--- config.mk ---
export PLATFORM = sky130hd
export DESIGN_NAME = vga_fb_arbiter
export DESIGN_NICKNAME = d
export VERILOG_FILES = /design/src/rtl/vga_fb_arbiter.sv
export SDC_FILE = /design/constraint.sdc
export NUM_CORES = 1
export LEC_CHECK = 0
export ABC_AREA = 0
export CAP_MARGIN = 10
export CELL_PAD_IN_SITES_DETAIL_PLACEMENT = 1
export CELL_PAD_IN_SITES_GLOBAL_PLACEMENT = 2
export CORE_ASPECT_RATIO = 1.4
export CORE_MARGIN = 4
export CORE_UTILIZATION = 25
export DETAILED_ROUTE_END_ITERATION = 16
export PLACE_DENSITY_LB_ADDON = 0.3
export SYNTH_ARGS = -nofsm -noshare
export SYNTH_HDL_FRONTEND = slang
export SYNTH_SLANG_ARGS = --single-unit
--- constraint.sdc ---
create_clock -name CLK -period 2.1 [get_ports CLK]
set_clock_uncertainty 0.2 [all_clocks]
set_input_delay 0.315 -clock CLK [delete_from_list [all_inputs] [get_ports CLK]]
set_output_delay 0.315 -clock CLK [all_outputs]
set_load 0.01 [all_outputs]
--- src/rtl/vga_fb_arbiter.sv ---
// vga_fb_arbiter: shares the frame-buffer RAM between VGA scan-out (fixed priority) and the CPU,
// and applies the double-buffered colour configuration on VS falling edges.
module vga_fb_arbiter #(
  parameter int ADDR_W = 15,
  parameter int DATA_W = 1,
  parameter logic [15:0] CFG_RESET = 16'hFF00,
  parameter int STARVE_MAX = 64
) (
  input  logic              CLK,
  input  logic              RESET,
  input  logic              VGA_REQ,
  input  logic [ADDR_W-1:0] VGA_ADDR,
  input  logic              VGA_VS,
  output logic [DATA_W-1:0] VGA_DATA,
  output logic              VGA_VALID,
  input  logic              CPU_REQ,
  input  logic              CPU_WE,
  input  logic [ADDR_W-1:0] CPU_ADDR,
  input  logic [DATA_W-1:0] CPU_WDATA,
  output logic [DATA_W-1:0] CPU_RDATA,
  output logic              CPU_ACK,
  input  logic              CFG_WE,
  input  logic [15:0]       CFG_DATA,
  output logic [15:0]       CONFIG_COLOURS,
  output logic              CFG_PENDING,
  output logic              STARVED,
  output logic [ADDR_W-1:0] MEM_ADDR,
  output logic              MEM_WE,
  output logic [DATA_W-1:0] MEM_WDATA,
  input  logic [DATA_W-1:0] MEM_RDATA
);
  typedef enum logic [1:0] {C_IDLE, C_WR_ACK, C_RD_WAIT, C_RD_ACK} cpu_st_t;
  localparam int CW = $clog2(STARVE_MAX + 1);
  localparam logic [CW-1:0] SMAX = CW'(STARVE_MAX);
  cpu_st_t cst_q, cst_d;
  logic [ADDR_W-1:0] mem_addr_q, mem_addr_d;
  logic mem_we_q, mem_we_d;
  logic [DATA_W-1:0] mem_wdata_q, mem_wdata_d;
  logic vga_t1_q, vga_t1_d, vga_t2_q, vga_t2_d;
  logic vga_valid_q, vga_valid_d;
  logic [DATA_W-1:0] vga_data_q, vga_data_d;
  logic cpu_ack_q, cpu_ack_d;
  logic [DATA_W-1:0] cpu_rdata_q, cpu_rdata_d;
  logic [CW-1:0] wait_q, wait_d;
  logic starved_q, starved_d;
  logic vs_q, vs_d;
  logic [15:0] pend_q, pend_d, colours_q, colours_d;
  logic cfg_pend_q, cfg_pend_d;
  logic cpu_idle, cpu_gnt, vs_fall;
  always_comb begin
    // The ACK cycle counts as busy so a still-held CPU_REQ is not re-granted.
    cpu_idle = cst_q == C_IDLE && !cpu_ack_q;
    cpu_gnt = !VGA_REQ && cpu_idle && CPU_REQ;
    mem_addr_d = VGA_REQ ? VGA_ADDR : cpu_gnt ? CPU_ADDR : mem_addr_q;
    mem_we_d = cpu_gnt && CPU_WE;
    mem_wdata_d = cpu_gnt ? CPU_WDATA : mem_wdata_q;
    vga_t1_d = VGA_REQ;
    vga_t2_d = vga_t1_q;
    vga_valid_d = vga_t2_q;
    vga_data_d = vga_t2_q ? MEM_RDATA : vga_data_q;
    cst_d = cpu_gnt ? (CPU_WE ? C_WR_ACK : C_RD_WAIT) : cst_q == C_RD_WAIT ? C_RD_ACK : C_IDLE;
    cpu_ack_d = cst_q == C_WR_ACK || cst_q == C_RD_ACK;
    cpu_rdata_d = cst_q == C_RD_ACK ? MEM_RDATA : cpu_rdata_q;
    wait_d = cpu_gnt ? '0 : (cpu_idle && CPU_REQ && wait_q != SMAX) ? wait_q + 1'b1 : wait_q;
    starved_d = starved_q || wait_d == SMAX;
    vs_d = VGA_VS;
    vs_fall = vs_q && !VGA_VS;
    pend_d = CFG_WE ? CFG_DATA : pend_q;
    colours_d = vs_fall ? (CFG_WE ? CFG_DATA : cfg_pend_q ? pend_q : colours_q) : colours_q;
    cfg_pend_d = vs_fall ? 1'b0 : CFG_WE ? 1'b1 : cfg_pend_q;
  end
  always_ff @(posedge CLK) begin
    if (RESET) begin
      cst_q <= C_IDLE;
      mem_addr_q <= '0;
      mem_we_q <= 1'b0;
      mem_wdata_q <= '0;
      vga_t1_q <= 1'b0;
      vga_t2_q <= 1'b0;
      vga_valid_q <= 1'b0;
      vga_data_q <= '0;
      cpu_ack_q <= 1'b0;
      cpu_rdata_q <= '0;
      wait_q <= '0;
      starved_q <= 1'b0;
      vs_q <= 1'b1;
      pend_q <= CFG_RESET;
      colours_q <= CFG_RESET;
      cfg_pend_q <= 1'b0;
    end else begin
      cst_q <= cst_d;
      mem_addr_q <= mem_addr_d;
      mem_we_q <= mem_we_d;
      mem_wdata_q <= mem_wdata_d;
      vga_t1_q <= vga_t1_d;
      vga_t2_q <= vga_t2_d;
      vga_valid_q <= vga_valid_d;
      vga_data_q <= vga_data_d;
      cpu_ack_q <= cpu_ack_d;
      cpu_rdata_q <= cpu_rdata_d;
      wait_q <= wait_d;
      starved_q <= starved_d;
      vs_q <= vs_d;
      pend_q <= pend_d;
      colours_q <= colours_d;
      cfg_pend_q <= cfg_pend_d;
    end
  end
  assign MEM_ADDR = mem_addr_q;
  assign MEM_WE = mem_we_q;
  assign MEM_WDATA = mem_wdata_q;
  assign VGA_VALID = vga_valid_q;
  assign VGA_DATA = vga_data_q;
  assign CPU_ACK = cpu_ack_q;
  assign CPU_RDATA = cpu_rdata_q;
  assign STARVED = starved_q;
  assign CONFIG_COLOURS = colours_q;
  assign CFG_PENDING = cfg_pend_q;
endmodule

== Word level (Yosys, flattened, before mapping) ==
Index checks and enable logic that the tools add are counted.
W data, S select, Z words.

* Output and inout bits: 39
* Word-level logic and storage cells: 48
* Input bits: 55
* Flip-flop bits (word level): 67

* Muxes and demuxes: 9
* Eq/ne operators: 5
* Reductions and logical operators: 17
* $add $sub $neg: 1

{| class="wikitable"
|+ Operators with widths
! kind !! number
|-
| $mux W16 || 2
|-
| $mux W15 || 2
|-
| $mux W7 || 2
|-
| $add A7 B1 Y7 const B || 1
|-
| $eq A7 B7 Y1 const B || 1
|-
| $logic_and A1 B1 Y1 || 7
|-
| $ne A7 B7 Y1 const B || 1
|-
| $mux W2 || 3
|-
| $eq A2 B2 Y1 const B || 2
|-
| $reduce_bool A2 Y1 || 2
|-
| $logic_not A1 Y1 || 3
|-
| $eq A2 B1 Y1 const B || 1
|-
| $logic_not A2 Y1 || 1
|-
| $logic_or A1 B1 Y1 || 2
|-
| $reduce_and A2 Y1 || 1
|-
| $reduce_or A2 Y1 || 1
|}

== Depth between registers and ports, before layout ==
* Word-level depth: 8
* Depth in mapped cells: 7
* Mapped depth without buffers: 7

== Worst setup path before layout ==
No wires, ideal clock.

* Path type: flip-flop to flip-flop
* Start: register cst_q[1]
* End: register starved_q (netlist: STARVED)
* Setup time: 0.088 ns
* Arrival: 1.551 ns
* Path slack: 0.261 ns
* Stages on the path, launching flop included: 6
* Clock period less this slack: 1.839 ns
* Buffers on the path: 0
* Cell sequence: dfxtp_1 > or4b_4 > a31oi_4 > nor4b_2 > o21ai_1 > o32ai_2

* Cells in the longest elaborated chain, start to end: 8
* Elaborated cells between the ends (all ways): 10
* Those cells by class: eq/ne: 1; mux: 2; reduce/logical: 7

{| class="wikitable"
|+ Ends and longest elaborated chain
! item !! line !! RTL
|-
| start: declaration || 35 || <nowiki>cpu_st_t cst_q, cst_d;</nowiki>
|-
| start signal: assignment || 91 || <nowiki>cst_q <= cst_d;</nowiki>
|-
| $logic_not A2 Y1 * || 52 || <nowiki>cpu_idle = cst_q == C_IDLE && !cpu_ack_q;</nowiki>
|-
| $logic_and A1 B1 Y1 * || 52 ||
|-
| $logic_and A1 B1 Y1 (2 in a row) || 64 || <nowiki>wait_d = cpu_gnt ? '0 : (cpu_idle && CPU_REQ && wait_q != SMAX) ? wait_q + 1'b1 : wait_q;</nowiki>
|-
| $mux W7 || 64 ||
|-
| $mux W7 * || 64 ||
|-
| $eq A7 B7 Y1 * || 65 || <nowiki>starved_d = starved_q || wait_d == SMAX;</nowiki>
|-
| $logic_or A1 B1 Y1 * || 65 ||
|-
| end signal: assignment || 102 || <nowiki>starved_q <= starved_d;</nowiki>
|-
| end: declaration || 45 || <nowiki>logic starved_q, starved_d;</nowiki>
|}

Mark *: on every way between the ends. The rest lies on a longest branch, timed or not.
A chain may end at the register's enable or synchronous reset.

== Worst setup path in the final report ==
* Start: input port CPU_REQ
* End: register starved_q (netlist: STARVED)

* Cells in the longest elaborated chain, start to end: 6
* Elaborated cells between the ends (all ways): 7
* Those cells by class: eq/ne: 1; mux: 2; reduce/logical: 4

{| class="wikitable"
|+ Ends and longest elaborated chain
! item !! line !! RTL
|-
| start: declaration || 16 || <nowiki>input logic CPU_REQ,</nowiki>
|-
| $logic_and A1 B1 Y1 (2 in a row) || 64 ||
|-
| $mux W7 || 64 ||
|-
| $mux W7 * || 64 ||
|-
| $eq A7 B7 Y1 * || 65 ||
|-
| $logic_or A1 B1 Y1 * || 65 ||
|}

Marked as above.

==> out/qor.yml <==
power_and_ir_drop:
  leakage_nw: 1.61
  pwr-share-seq: 0.379
  power.net_switching_mw: 0.828
  power_frac_comb: 0.140
  swShare: 0.227
  p_clk_frac: 0.481
  p_int_mw: 2.82
  power_density_nw_per_um2: 873
  vdd_drop_max_mv: 0.433
die:
  num_rows: 44
  coreArea_um2: 10400
  io_pins: 94
  die_area_um2: 12400
  initial_core_util: 0.257
  die_w_um: 95.4
  die_h_um: 130
routing:
  drc: 0
  dr_total_vias: 2470
  totalWireLength_um: 7960
  detail_route.vias_per_cell: 4.53
  ant_nets: 0
  drtPass1Iterations: 4
  post_drt_wl_per_cell_um: 14.6
  drt_iter0_markers: 67
synthesis:
  ys_seq_elements: 67
  synth-main-ff-cell: "dfxtp_1"
  synthArstFlopShare: 0
  syn_area_per_cell_um2: 8.79
  synth_top_area_frac: 0.502
  synthesis.instances: 304
  synth_edf_count: 0
  synthTopCellsByCount: "67 x dfxtp_1, 53 x nor2_1, 36 x a21oi_1"
  synth.most_common_cell: "dfxtp_1"
  yosys.area.top_type: "dfxtp_1"
  ys_warn_count: 0
  syn_nets: 361
  synth_cell_types: 37
  ys_seq_area_frac: 0.502
  yosys-top-cells-area: "dfxtp_1 50%, nor2_1 7.4%, a21oi_1 6.7%"
  syn_area_um2: 2670
worst_hold_path:
  hold_class: "register to register"
  min_from: "vga_t1_q$_SDFF_PP0_"
finish:
  stdcell_area_um2: 4180
  antenna_cells: 0
  finish.utilization: 0.402
  nets: 459
  area_growth_pct: 56.4
  drive_gt1_frac: 0.0983
setup_path:
  crit_path_end: "STARVED$_SDFF_PP0_"
  crit_chain: "clkdlybuf4s50_1, or4b_4, a31oi_4, nor4b_2, o21ai_1, o32ai_2"
  crit_family: "simple AND/OR/NAND/NOR gates"
  criticalPathCategory: "input pin to register"
  crit_arrival_ns: 2.02
  r2r_start: "cst_q[1]$_SDFF_PP0_"
  crit_path_start: "CPU_REQ"
  cp-end-kind: "register"
  critPathMaxFanout: 4
  critPathBufInv: 1
  reg2reg_setup_slack_ns: 0.19
  path_depth: 6
  critical_path_required_ns: 2.14
  critPathLaunchType: "input pin"
  reg2reg_depth: 5
  slowest_stage: "or4b_4"
  slowest_delay_ns: 0.51
  r2r_end: "STARVED$_SDFF_PP0_"
global_route:
  track_usage: 0.131
  antenna_found_initial: 0
  grt_pass1_wl_um: 12500
  globalRouteOverflowTotal: 0
  grt_max_degree: 37
  grt_pass1_vias: 2590
clock_tree:
  cts-buffers-inserted: 9
  cts_tree: "yes"
  clkSlewWorstSetupHoldPaths_ns: 0.06
  clockRootBuffer: "clkbuf_16"
  cts_max_level: 3
  clk_path_buf_depth: 2
  ctsResizeCount: 0
  cts_hold_buf: 0
  postCtsSetupBuffers: 0
  cts.sinks: 67
  insertion_delay_ns: 0.33
timing:
  max_slew.worst_pin.slew_ns: 0.577
  grt_setup_unrepaired: "no"
  holdWs_ns: 0.245
  drv_slew: 0
  finalSetupViolCount: 0
  final-hold-violation-count: 0
  fmax_mhz: 504
  layout_min_cycle_time_ns: 1.98
  period_share: 0.944
  maxSlewHeadroom: 0.615
status:
  status: "complete, no violations"
placement:
  hpwl_um: 5590
  dpl_cell_area_um2: 3830
  gp_congestion: 0.758
  io_buffers: 93
job:
  cap_violations: 0
-- power groups by stage --
stage / Clock, mW / Sequential [mW] / Combinational, mW
2_1_floorplan: 0 / 1.43 / 0.216
3_3_place_gp: 0 / 1.41 / 0.508
3_5_place_dp: 0 / 1.41 / 0.518
4_1_cts: 1.80 / 1.38 / 0.522
5_1_grt: 1.86 / 1.39 / 0.563
6_report: 1.76 / 1.38 / 0.511
-- registers in the layout, indices dropped and copies added, names as in the netlist --
signal,count
CFG_PENDING,1
CONFIG_COLOURS,16
CPU_ACK,1
CPU_RDATA,1
MEM_ADDR,15
MEM_WDATA,1
MEM_WE,1
STARVED,1
VGA_DATA,1
VGA_VALID,1
cst_q,2
pend_q,16
vga_t1_q,1
vga_t2_q,1
vs_q,1
wait_q,7
-- cell families after synthesis --
| kind of cell | after synthesis | share of synthesized area |
|---|---|---|
| buf+inv | 26 | 0.0393 |
| compound gates | 65 | 0.156 |
| flops | 67 | 0.502 |
| simple gates | 122 | 0.213 |
| fa+ha+maj | 2 | 0.00936 |
| mux | 17 | 0.0637 |
| xor+xnor | 5 | 0.0164 |
-- layer usage --
layer  part of all wire  up-vias  track usage
li1                   -     1224            -
met1               0.41     1163        0.145
met2               0.51       70        0.226
met3              0.062       13       0.0386
met4              0.023        0       0.0678
met5                  0        -            0
-- worst min-delay path by stage --
| stage | end | slack [ns] | cells after the start |
|---|---|---|---|
| 3_3_place_gp | vga_t2_q$_SDFF_PP0_ | 0.23 | 1 |
| 5_1_grt | vga_t2_q$_SDFF_PP0_ | 0.27 | 1 |
| 2_1_floorplan | vga_t2_q$_SDFF_PP0_ | 0.21 | 1 |
| 4_1_cts | vga_t2_q$_SDFF_PP0_ | 0.26 | 1 |
| 3_5_place_dp | vga_t2_q$_SDFF_PP0_ | 0.24 | 1 |
| 6_report | vga_t2_q$_SDFF_PP0_ | 0.25 | 1 |
-- worst register-to-register path: stages, from the launching register on --
cell	delay [ns]
dfxtp_1	0.32
or4b_4	0.58
a31oi_4	0.19
nor4b_2	0.22
o21ai_1	0.10
o32ai_2	0.21
-- stage by stage --
step           worst slack (ns)  cells  setup TNS [ns]  total power [mW]
6_report                  0.117    545               0              3.65
5_1_grt                  0.0503    545               0              3.81
4_1_cts                   0.116    545               0              3.71
3_5_place_dp             -0.223    529           -3.07              1.93
3_3_place_gp             -0.175    529           -2.62              1.92
2_1_floorplan             0.261    304               0              1.65
-- layout by cell type (no fill, tap or decap), drive strengths merged, types with 2 or more instances in the layout --
master	Yosys	routed
nor4b	3	3
xnor2	3	3
xor2	2	2
nand2b	9	9
a211oi	8	8
nor2	53	53
a31oi	3	3
nor3	2	2
buf	7	16
ha	2	2
a21oi	36	36
mux2i	17	17
nor2b	6	6
bufinv	0	3
nand4	2	2
clkbuf	14	10
dfxtp	67	67
and3	2	2
o21ai	5	5
clkdlybuf4s50	0	92
nand3b	2	2
nand2	35	35
a211o	8	8
and2	2	2
inv	5	5
or2	2	2
clkinv	0	3
-- layout make-up --
| cell class | count | area [um2] |
|---|---|---|
| timing repair buffer | 108 | 1060 |
| multi-input combinational | 211 | 1230 |
| sequential | 67 | 1340 |
| fill | 1180 | 6220 |
| clock inverter | 6 | 113 |
| inverter | 5 | 18.8 |
| tap | 138 | 173 |
| clock buffer | 10 | 239 |
No activity file was read; power rests on OpenSTA's default activity.
